===== config.mk =====
export PLATFORM = sky130hd
export DESIGN_NAME = irq_axil_forwarder
export DESIGN_NICKNAME = d
export VERILOG_FILES = /design/src/rtl/irq_fwd_pkg.sv /design/src/rtl/irq_fwd_rr_arb.sv /design/src/rtl/irq_axil_forwarder.sv
export SDC_FILE = /design/constraint.sdc
export NUM_CORES = 1
export LEC_CHECK = 0
export ABC_AREA = 1
export CORE_MARGIN = 5
export CORE_UTILIZATION = 39
export DETAILED_ROUTE_END_ITERATION = 16
export GPL_ROUTABILITY_DRIVEN = 0
export MAX_ROUTING_LAYER = met4
export PLACE_DENSITY = 0.82
export SETUP_SLACK_MARGIN = 0.3
export SLEW_MARGIN = 30
export SYNTH_ARGS = -nofsm -noshare
export SYNTH_HDL_FRONTEND = slang
export SYNTH_SLANG_ARGS = --single-unit

===== constraint.sdc =====
create_clock -name clk_i -period 1.4 [get_ports clk_i]
set_input_delay 0.21 -clock clk_i [delete_from_list [all_inputs] [get_ports clk_i]]
set_output_delay 0.21 -clock clk_i [all_outputs]
set_load 0.005 [all_outputs]

===== src/rtl/irq_fwd_pkg.sv =====
// Shared types for the irq-to-AXI4-Lite forwarder.
package irq_fwd_pkg;
  typedef enum logic [1:0] {IDLE, ISSUE, RESP} state_e;
  localparam logic [1:0] OKAY = 2'b00;
endpackage


===== src/rtl/irq_fwd_rr_arb.sv =====
// Round-robin arbiter: first requester at or after ptr wins; one-hot grant plus index.
module irq_fwd_rr_arb #(
  parameter int N  = 2,
  parameter int IW = (N > 1) ? $clog2(N) : 1
) (
  input  logic [N-1:0]  req,
  input  logic [IW-1:0] ptr,
  output logic [N-1:0]  gnt,
  output logic [IW-1:0] idx,
  output logic          any
);
  always_comb begin
    int j;
    j   = 0;
    gnt = '0;
    idx = '0;
    any = 1'b0;
    for (int k = 0; k < N; k++) begin
      j = int'(ptr) + k;
      if (j >= N) j = j - N;
      if (!any && req[j]) begin
        any    = 1'b1;
        gnt[j] = 1'b1;
        idx    = IW'(j);
      end
    end
  end
endmodule


===== src/rtl/irq_axil_forwarder.sv =====
// Mirrors per-target irq level changes into remote registers as single AXI4-Lite writes,
// one outstanding at a time, with round-robin selection and bounded retry.
module irq_axil_forwarder import irq_fwd_pkg::*; #(
  parameter int              num_targets_p     = 2,
  parameter int              axil_data_width_p = 32,
  parameter int              axil_addr_width_p = 32,
  parameter longint unsigned base_addr_p       = 64'h30_b000,
  parameter int unsigned     stride_p          = 4,
  parameter bit              set_only_p        = 1'b0,
  parameter int              max_retries_p     = 3
) (
  input  logic                           clk_i,
  input  logic                           rst_ni,
  input  logic [num_targets_p-1:0]       irq_i,
  input  logic [num_targets_p-1:0]       en_i,
  output logic [axil_addr_width_p-1:0]   m_axil_awaddr_o,
  output logic [2:0]                     m_axil_awprot_o,
  output logic                           m_axil_awvalid_o,
  input  logic                           m_axil_awready_i,
  output logic [axil_data_width_p-1:0]   m_axil_wdata_o,
  output logic [axil_data_width_p/8-1:0] m_axil_wstrb_o,
  output logic                           m_axil_wvalid_o,
  input  logic                           m_axil_wready_i,
  input  logic [1:0]                     m_axil_bresp_i,
  input  logic                           m_axil_bvalid_i,
  output logic                           m_axil_bready_o,
  output logic                           busy_o,
  output logic                           drop_o,
  output logic [7:0]                     drop_cnt_o
);
  localparam int N  = num_targets_p;
  localparam int IW = (N > 1) ? $clog2(N) : 1;
  localparam int AW = axil_addr_width_p;
  localparam int RW = $clog2(max_retries_p + 2);

  state_e          state, state_nxt;
  logic [N-1:0]    sent_r, dirty, gnt;
  logic [IW-1:0]   ptr_r, idx_r, sel;
  logic            val_r, any, aw_pend, w_pend, drop_r;
  logic [RW-1:0]   retry_r;
  logic [7:0]      drop_cnt_r;
  logic            issue_done, resp_done, b_ok, can_retry, drop_ev;

  // In set-only mode a target is only ever forwarded while its line is high.
  assign dirty = en_i & (irq_i ^ sent_r) & (set_only_p ? irq_i : {N{1'b1}});

  irq_fwd_rr_arb #(.N(N), .IW(IW)) u_arb (
    .req(dirty), .ptr(ptr_r), .gnt(gnt), .idx(sel), .any(any)
  );

  assign issue_done = (~aw_pend | m_axil_awready_i) & (~w_pend | m_axil_wready_i);
  assign resp_done  = (state == RESP) & m_axil_bvalid_i;
  assign b_ok       = (m_axil_bresp_i == OKAY);
  assign can_retry  = (retry_r < RW'(max_retries_p));
  assign drop_ev    = resp_done & ~b_ok & ~can_retry;

  always_ff @(posedge clk_i or negedge rst_ni) begin
    if (!rst_ni) state <= IDLE;
    else         state <= state_nxt;
  end

  always_comb begin
    state_nxt = state;
    unique case (state)
      IDLE:    if (any) state_nxt = ISSUE;
      ISSUE:   if (issue_done) state_nxt = RESP;
      RESP:    if (m_axil_bvalid_i) state_nxt = (!b_ok && can_retry) ? ISSUE : IDLE;
      default: state_nxt = IDLE;
    endcase
  end

  always_comb begin
    m_axil_awvalid_o = (state == ISSUE) & aw_pend;
    m_axil_wvalid_o  = (state == ISSUE) & w_pend;
    m_axil_bready_o  = (state == RESP);
    busy_o           = (state != IDLE);
  end

  always_ff @(posedge clk_i or negedge rst_ni) begin
    if (!rst_ni) begin
      sent_r     <= '0;
      ptr_r      <= '0;
      idx_r      <= '0;
      val_r      <= 1'b0;
      retry_r    <= '0;
      aw_pend    <= 1'b0;
      w_pend     <= 1'b0;
      drop_r     <= 1'b0;
      drop_cnt_r <= '0;
    end else begin
      // Falling lines are acknowledged locally; a completing response below still wins.
      if (set_only_p) sent_r <= sent_r & irq_i;
      drop_r <= drop_ev;
      if (state == IDLE && any) begin
        idx_r   <= sel;
        val_r   <= |(gnt & irq_i);
        retry_r <= '0;
        aw_pend <= 1'b1;
        w_pend  <= 1'b1;
      end
      if (state == ISSUE) begin
        if (m_axil_awready_i) aw_pend <= 1'b0;
        if (m_axil_wready_i)  w_pend  <= 1'b0;
      end
      if (resp_done) begin
        if (!b_ok && can_retry) begin
          retry_r <= retry_r + 1'b1;
          aw_pend <= 1'b1;
          w_pend  <= 1'b1;
        end else begin
          sent_r[idx_r] <= val_r;
          ptr_r         <= (idx_r == IW'(N - 1)) ? '0 : idx_r + 1'b1;
          if (drop_ev && drop_cnt_r != 8'hff) drop_cnt_r <= drop_cnt_r + 1'b1;
        end
      end
    end
  end

  assign m_axil_awaddr_o = AW'(base_addr_p) + AW'(idx_r) * AW'(stride_p);
  assign m_axil_awprot_o = 3'b000;
  assign m_axil_wdata_o  = axil_data_width_p'(val_r);
  assign m_axil_wstrb_o  = '1;
  assign drop_o          = drop_r;
  assign drop_cnt_o      = drop_cnt_r;
endmodule

* Word level (Yosys, flattened, before mapping)
Cells that the tools add are included.
Word-level totals: output and inout bits 84, logic and storage cells 105, flip-flop bits (word level) 21, bits of input ports 11
Operators by class: add/subtract/negate cells 7, bitwise logic cells 17, $lt $le $gt $ge 9, reduce and logical (&&, ||, !) cells 16, equal/unequal tests 6, muxes and demuxes 40
Operators with widths (count):
- 32-bit by 1-bit >= comparator with 1-bit output (second input constant) | 2
- 32-bit by 3-bit less-than comparator with 1-bit output (second input constant) | 2
- 32-bit 2-to-1 mux | 2
- 32-bit by 3-bit >= comparator with 1-bit output (second input constant) | 1
- 32-bit by 3-bit subtractor with 32-bit output (second input constant) | 1
- 1-bit 2-to-1 mux | 25
- 22-bit by 3-bit adder with 23-bit output (first input constant) | 1
- 2-bit 2-to-1 mux | 5
- 3-bit 2-to-1 mux | 3
- 8-bit by 1-bit adder with 8-bit output (second input constant) | 1
- 8-bit != test (second input constant) | 1
- 1-bit logical AND | 7
- 1-bit AND | 6
- 2-bit != test (second input constant) | 3
- 2-bit one-hot mux with 3 select lines | 1
- 3-bit AND reduction | 2
- 1-bit inverter | 5
- 2-bit AND | 2
- 2-bit logical NOT | 2
- 3-bit by 1-bit adder with 3-bit output (second input constant) | 1
- 1-bit demux with 1-bit select | 3
- 3-bit by 2-bit less-than comparator with 1-bit output (second input constant) | 1
- 1-bit by 2-bit subtractor with 3-bit output (second input constant) | 1
- 1-bit by 1-bit adder with 2-bit output (second input constant) | 1
- 14 further kinds | 16

* Longest topological paths before layout
Gate-level depths: netlist of run 1.
depth after elaboration 15, mapped depth 8, mapped depth without buffers 8

* Modules after synthesis
Synthesis of run 1 repeated with hierarchy kept, for this count alone.
Second synthesis, totals: cells, all modules 240, area total of the unflattened synthesis 1734.2 µm²
Modules (own cells, without submodules):
- irq_axil_forwarder | instances 1, area an instance 1704.1 µm², sequential area each 525.5 µm², cells an instance 233
- irq_fwd_rr_arb | instances 1, area an instance 30.0 µm², sequential area each 0.0 µm², cells an instance 7

* Least setup slack after synthesis of run 1
OpenSTA, ideal clock, no wires.
path type flip-flop to flip-flop, from register drop_cnt_r[0] (netlist: drop_cnt_o[0]), to register drop_cnt_r[2] (netlist: drop_cnt_o[2]), setup time 0.122 ns, path buffers 1, data arrival time 1.062 ns, path slack 0.217 ns, period minus slack after synthesis 1.183 ns, data required time 1.278 ns, cell stages (with the launch flop) 7, cell sequence dfrtp_1 -> ha_1 -> nand4_1 -> nand2_2 -> buf_6 -> nand2_1 -> o21ai_2
Between the ends: longest elaborated chain between the ends 3, elaborated cells between the ends (all ways) 4, those cells by class add/sub (1); eq/ne (1); reduce/logical (2)
Ends and longest elaborated chain:
- start, declared | RTL line irq_axil_forwarder.sv:41 | logic [7:0] drop_cnt_r;
- start signal, assigned | RTL line irq_axil_forwarder.sv:113 | if (drop_ev && drop_cnt_r != 8'hff) drop_cnt_r <= drop_cnt_r + 1'b1;
- parallel branches: the longest is 3 deep, another holds 8-bit by 1-bit adder with 8-bit output
Parallel ways; which one is timed is not known. A chain may end at the register's enable or synchronous reset.

* Final worst setup path of run 1
from register state[0], to register drop_cnt_r[4] (netlist: drop_cnt_o[4])
Between the ends: longest elaborated chain between the ends 6
Ends and longest elaborated chain:
- start, declared | RTL line irq_axil_forwarder.sv:36 | state_e state, state_nxt;
- start signal, assigned | RTL line irq_axil_forwarder.sv:59 | else state <= state_nxt;
- 2-bit == test | RTL line irq_axil_forwarder.sv:52 | assign resp_done = (state == RESP) & m_axil_bvalid_i;
- 1-bit AND | RTL line irq_axil_forwarder.sv:52
- 1-bit AND (2 in series) | RTL line irq_axil_forwarder.sv:55 | assign drop_ev = resp_done & ~b_ok & ~can_retry;
- named net drop_ev | RTL line irq_axil_forwarder.sv:42 | logic issue_done, resp_done, b_ok, can_retry, drop_ev;
- 1-bit logical AND | RTL line irq_axil_forwarder.sv:113
- 3-bit AND reduction (no source line)
The timed path passes the listed nets, and every way through them passes these cells.

==> impl_metrics.yaml, run 1 <==
status:
  status: "finished clean"
power:
  p_total_mw: 2.87
  peakVddDrop_mv: 0.633
  leakagePower_nw: 1.28
  power-per-cell-area_mw_per_mm2: 1210
global_routing:
  grt_pass1_wl_um: 5670
  grtUsageMet3: 0.0277
  grt_busiest_layer: "met2"
  use_met1: 0.131
  grt_max_degree: 22
  met2_usage: 0.253
  grt_pass1_vias: 1333
  grt_antenna_before_repair: 0
  grt.total_usage: 0.136
  grt-ovfl-total: 0
detailed_routing:
  viasPerCell: 4.30
  drt_iter0_drc: 72
  vias: 1491
  wire_per_inst_um: 13.2
  antenna_left: 0
  wl_um: 4580
  dr.pass1.iters: 4
  drc: 0
final_layout:
  area_growth_pct: 41.8
  drive_gt1_frac: 0.397
  fin_nets: 311
  finalNonFillerCells: 347
  n_antenna_cell: 0
  final.fill_count: 341
setup_path:
  path_common_cell: "nand2_1"
  path_max_fanout: 6
  required_ps: 1610
  slowest_stage: "dfrtp_1"
  max_stage_delay_ps: 410
  path_cells: "inv_2 > buf_6 > nand3_4 > nor3_4 > nand2_4 > inv_6 > nand2_1 > nand2_1"
  crit_buf_inv: 3
  crit_path_start_kind: "flip-flop"
  arrival_ps: 1590
  cpLargestDelayFamily: "simple AND/OR/NAND/NOR gates"
  endpoint_kind: "flip-flop"
  critical_path_class: "flip-flop to flip-flop"
floorplan:
  initial_core_util: 0.411
  die_h_um: 75.4
  pin_count: 95
  rows: 23
  fp.dieArea_mm2: 0.00568
  core_area_mm2: 0.00406
  die_w_um: 75.4
sta:
  hold_violations: 0
  fin_tns_setup_ps: 0
  rsz0062_at_grt: "yes"
  fin_crit_sh: 0.985
  setup_viol: 0
  finalClockSkew_ps: 3.13
  slew_violations: 0
  max_clock_freq_mhz: 725
  period_needed_ps: 1380
logic_synthesis:
  synth_ff_type: "dfrtp_1"
  synthCells: 222
  synth_edf_count: 0
  syn_area_mm2: 0.00167
  avgSynthCellArea_um2: 7.51
  synthMostInstantiatedCell: "buf_4"
  yosys.area.top_type_share: 0.320
  synth_async_sr_flop_share: 1.00
  synthTopCellsByCount: "71 x buf_4, 54 x nand2_1, 22 x inv_1"
  synthDistinctLibCells: 20
  synth_area_leaders: "buf_4 32%, dfrtp_1 32%, nand2_1 12%, inv_1 5.0%, nand3_1 3.3%"
  ys_warn_count: 0
  synth_top_area_cell: "buf_4"
  synth_seq_area_share: 0.315
  synth_seq_cells: 21
cts:
  cts_tree: "built"
  cts-root-buf: "clkbuf_8"
  path_clk_slew_ps: 80
  numClockSinks: 21
  htreeDepth: 1
  clk_path_buf_depth: 2
  cts_hold_buf: 0
  insertion_delay_ps: 270
  numCtsBuffers: 3
min_path:
  min_path_type: "input port to async pin"
placed_design:
  dp_cells: 311
  dpl.hpwl_um: 2660
  io_buffers: 25
run:
  cap_violations: 0
## logic make-up after synthesis
kind of cell,synth area share
buf+inv,0.376
simple gates,0.209
flops,0.315
compound gates,0.0480
xor+xnor,0.0315
fa+ha+maj,0.0150
other cells,0.00451
## sequential cells by signal, summed over array words and instances, names as in the netlist
name / cells
aw_pend: 1
drop_cnt_o: 8
drop_o: 1
idx_r: 1
ptr_r: 1
retry_r: 3
sent_r: 2
state: 2
val_r: 1
w_pend: 1
## through the flow
stage	hold WS, ps	area (um2)	util	worst slack, ps
3_5_place_dp	501	1840	0.453	-160
3_3_place_gp	487	1840	0.453	-112
5_1_grt	313	2360	0.582	-44.3
2_1_floorplan	-85.6	1930	-	288
6_report	293	2360	0.582	21.5
4_1_cts	305	2130	0.524	86.8
## path summary, 6_finish.rpt
| check | from | end | slack, ps | cells after the start |
|---|---|---|---|---|
| worst min-delay path | rst_ni | drop_cnt_o[5]$_DFFE_PN0P_ | 290 | 2 |
| worst min register to register | sent_r[0]$_DFFE_PN0P_ | sent_r[0]$_DFFE_PN0P_ | 550 | 2 |
| max in group asynchronous | rst_ni | retry_r[0]$_DFF_PN0_ | 860 | 2 |
| worst max register to register | state[0]$_DFFE_PN0P_ | drop_cnt_o[4]$_DFFE_PN0P_ | 20 | 8 |
| worst max-delay path | state[0]$_DFFE_PN0P_ | drop_cnt_o[4]$_DFFE_PN0P_ | 20 | 8 |
| min in group clk_i | sent_r[0]$_DFFE_PN0P_ | sent_r[0]$_DFFE_PN0P_ | 550 | 2 |
## layer usage
| layer | vias to the layer above | wire length, um |
|---|---|---|
| li1 | 696 | - |
| met5 | - | 0 |
| met2 | 63 | 2490 |
| met3 | 20 | 365 |
| met1 | 712 | 1550 |
| met4 | 0 | 168 |
## area by class of cell
class	instances	area [um2]	share of cell area
sequential	21	529	0.224
clock buffer	4	45.0	0.0191
timing repair buffer	75	654	0.277
inverter	22	87.6	0.0371
tap	50	62.6	0.0265
multi-input combinational	175	985	0.417
## where the power goes
group	switching [mW]	internal, mW
Clock	0.209	0.203
Sequential	0.0995	0.754
Combinational	0.821	0.780
## worst register-to-register path: cells and delay by family, from the launching register on
kind	cells	cell delay, ps
flip-flops	1	410
AND/OR/NAND/NOR	5	610
buffers and inverters	3	310
## layout by cell type, fill, tap and decap left out, types with 2 or more instances in the layout
| master | Yosys | routed |
|---|---|---|
| buf_4 | 71 | 33 |
| dfrtp_1 | 21 | 18 |
| buf_2 | 0 | 5 |
| clkbuf_2 | 0 | 3 |
| xor2_1 | 3 | 3 |
| conb_1 | 2 | 69 |
| inv_2 | 0 | 7 |
| dfrtp_2 | 0 | 3 |
| nand2_2 | 1 | 16 |
| nand2_1 | 54 | 36 |
| o21ai_2 | 2 | 2 |
| dlygate4sd2_1 | 0 | 2 |
| inv_1 | 22 | 14 |
| nand2_4 | 0 | 2 |
| nand3_2 | 1 | 5 |
| nor2_4 | 0 | 5 |
| o21ai_1 | 0 | 5 |
| clkdlybuf4s50_1 | 0 | 8 |
| clkbuf_8 | 0 | 3 |
| nand3_4 | 0 | 3 |
| nor2_2 | 0 | 2 |
| nand4_1 | 3 | 3 |
| nand2_8 | 0 | 2 |
| nand3_1 | 11 | 4 |
| a21oi_1 | 3 | 2 |
| o21ai_0 | 8 | 3 |
| nor2_1 | 11 | 4 |
| xnor2_1 | 3 | 3 |
| buf_6 | 1 | 23 |
## repair_timing
action | 4_1_cts | 5_1_grt
resized for setup | 103 | 43
gates cloned | 1 | 0
pin swaps | 18 | 9
endpoints found under the setup margin | 35 | 32
buffers inserted | 17 | 14
Note: power is estimated with default switching activity, not from simulation.
==> run 2, diff against run 1 <==
--- a/config.mk
+++ b/config.mk
@@ -6,6 +6,7 @@
 export NUM_CORES = 1
 export LEC_CHECK = 0
 export ABC_AREA = 1
+export ABC_CLOCK_PERIOD_IN_PS = 1400
 export CORE_MARGIN = 5
 export CORE_UTILIZATION = 39
 export DETAILED_ROUTE_END_ITERATION = 16
@@ -13,6 +14,7 @@
 export MAX_ROUTING_LAYER = met4
 export PLACE_DENSITY = 0.82
 export SETUP_SLACK_MARGIN = 0.3
+export SKIP_CTS_REPAIR_TIMING = 1
 export SLEW_MARGIN = 30
 export SYNTH_ARGS = -nofsm -noshare
 export SYNTH_HDL_FRONTEND = slang
==> run 2 against run 1 <==
  * The flow now finishes with violations (setup timing)
  * Clock skew about the same
  * Clock power about the same
  * Die area stayed put
  * Via count shrank 5.2%
==> impl_metrics.yaml, run 2 (same netlist as run 1, synthesis figures left out) <==
setup_path:
  critical_path_class: "flip-flop to flip-flop"
  path_common_cell: "nand2_1"
  endpoint_kind: "flip-flop"
  required_ps: 1560
  crit_path_start_kind: "flip-flop"
  slowest_stage: "dfrtp_1"
  path_max_fanout: 5
  arrival_ps: 1560
  path_cells: "inv_2 > buf_6 > nand3_4 > nor3_4 > nand2_2 > nand2_1 > nand2_1"
  max_stage_delay_ps: 390
cts:
  htreeDepth: 1
  clk_path_buf_depth: 2
  cts_tree: "built"
  numCtsBuffers: 3
  insertion_delay_ps: 270
  cts-root-buf: "clkbuf_8"
  path_clk_slew_ps: 80
  numClockSinks: 21
final_layout:
  area_growth_pct: 35.7
  final.fill_count: 357
  n_antenna_cell: 0
  multiInputGateArea_um2: 948
  fin_nets: 298
  drive_gt1_frac: 0.345
  largest_reg_flops: 8
  mostFrequentLayoutCells: "69 x conb_1, 37 x nand2_1, 25 x buf_4"
  final_common_cell: "conb_1"
  regArea_um2: 529
  finalNonFillerCells: 334
detailed_routing:
  vias: 1414
  viasPerCell: 4.23
  drc: 0
  wire_per_inst_um: 12.4
  dr.pass1.iters: 4
  antenna_left: 0
  drt_iter0_drc: 45
  wl_um: 4130
floorplan:
  pin_count: 95
  core_area_mm2: 0.00406
  fp.dieArea_mm2: 0.00568
  die_h_um: 75.4
  die_w_um: 75.4
  rows: 23
  initial_core_util: 0.411
placed_design:
  dpl.hpwl_um: 2660
  place_worst_setup_slack_ps: -160
  io_buffers: 25
  dp_cells: 311
power:
  p_total_mw: 2.63
  clockPowerShare: 0.158
  peakVddDrop_mv: 0.421
  p_seq_frac: 0.327
  switching_share: 0.391
  intPower_mw: 1.60
  switchingPower_mw: 1.03
  leakagePower_nw: 1.33
  p_comb_frac: 0.515
  power-per-cell-area_mw_per_mm2: 1160
sta:
  hold_violations: 0
  period_needed_ps: 1400
  slew_violations: 0
  finalClockSkew_ps: 3.43
  setup_slack_ps: -0.229
  setup_viol: 1
  rsz0062_at_grt: "yes"
  max_clock_freq_mhz: 714
  fin_crit_sh: 1.00
global_routing:
  grt_max_degree: 22
  grt.total_usage: 0.113
  grt-ovfl-total: 0
  grt_antenna_before_repair: 0
  grt_pass1_wl_um: 4730
  grt_pass1_vias: 1095
status:
  violations: "setup timing"
  status: "finished with violations"
run:
  cap_violations: 0
min_path:
  min_path_type: "input port to async pin"
==> run 2: changes by cell type in the layout (fill, tap and decap cells not counted), sizes merged <==
cell,before,now
buf,61,43
clkbuf,7,6
clkdlybuf4s15,1,0
dlygate4sd2,2,0
dlymetal6s2s,0,9
==> run 2: layout make-up <==
cell class              instances  area share
clock buffers                   4      0.0199
inverters                      22      0.0398
multi-input cells             175       0.419
flip-flops and latches         21       0.234
well taps                      50      0.0277
repair buffers                 62       0.259
==> run 2: layer usage <==
metal,track usage,up-vias,routed length (um)
met5,-,-,0
met4,0.0466,0,133
met3,0.0251,13,363
met2,0.208,71,2320
met1,0.114,663,1310
li1,-,667,-
==> run 2: through the flow <==
step	util	hold slack, ps	area, um2	TNS [ps]
final	0.558	288	2260	-0.229
after global routing	0.558	315	2260	-360
after CTS	0.464	305	1880	-1780
after detailed placement	0.453	501	1840	-1910
after global placement	0.453	487	1840	-1330
after floorplan	-	-85.6	1930	0
==> run 2: worst paths after layout <==
path | slack (ps) | depth (start not counted) | endpoint | from
max in group asynchronous | 880 | 2 | drop_cnt_o[6]$_DFFE_PN0P_ | rst_ni
hold / removal | 290 | 2 | idx_r$_DFFE_PN0P_ | rst_ni
min in group clk_i | 450 | 6 | val_r$_DFFE_PN0P_ | irq_i[1]
hold reg to reg | 550 | 1 | retry_r[0]$_DFF_PN0_ | retry_r[0]$_DFF_PN0_
setup / recovery | -0.2 | 7 | drop_cnt_o[3]$_DFFE_PN0P_ | state[0]$_DFFE_PN0P_
setup reg to reg | -0.2 | 7 | drop_cnt_o[3]$_DFFE_PN0P_ | state[0]$_DFFE_PN0P_
==> run 2: worst max-delay path: cells and delay by family (launching register included) <==
| kind | cells | cell delay (ps) |
|---|---|---|
| flops | 1 | 390 |
| simple gates | 5 | 690 |
| buf+inv | 2 | 210 |
==> run 2: power by group through the flow <==
stage	Sequential (mW)	Clock, mW	Combinational (mW)
CTS	0.849	0.406	0.955
global placement	0.850	0	0.919
detailed placement	0.861	0	0.952
floorplan	0.844	0	0.650
global route	0.874	0.446	1.49
finish	0.859	0.415	1.35
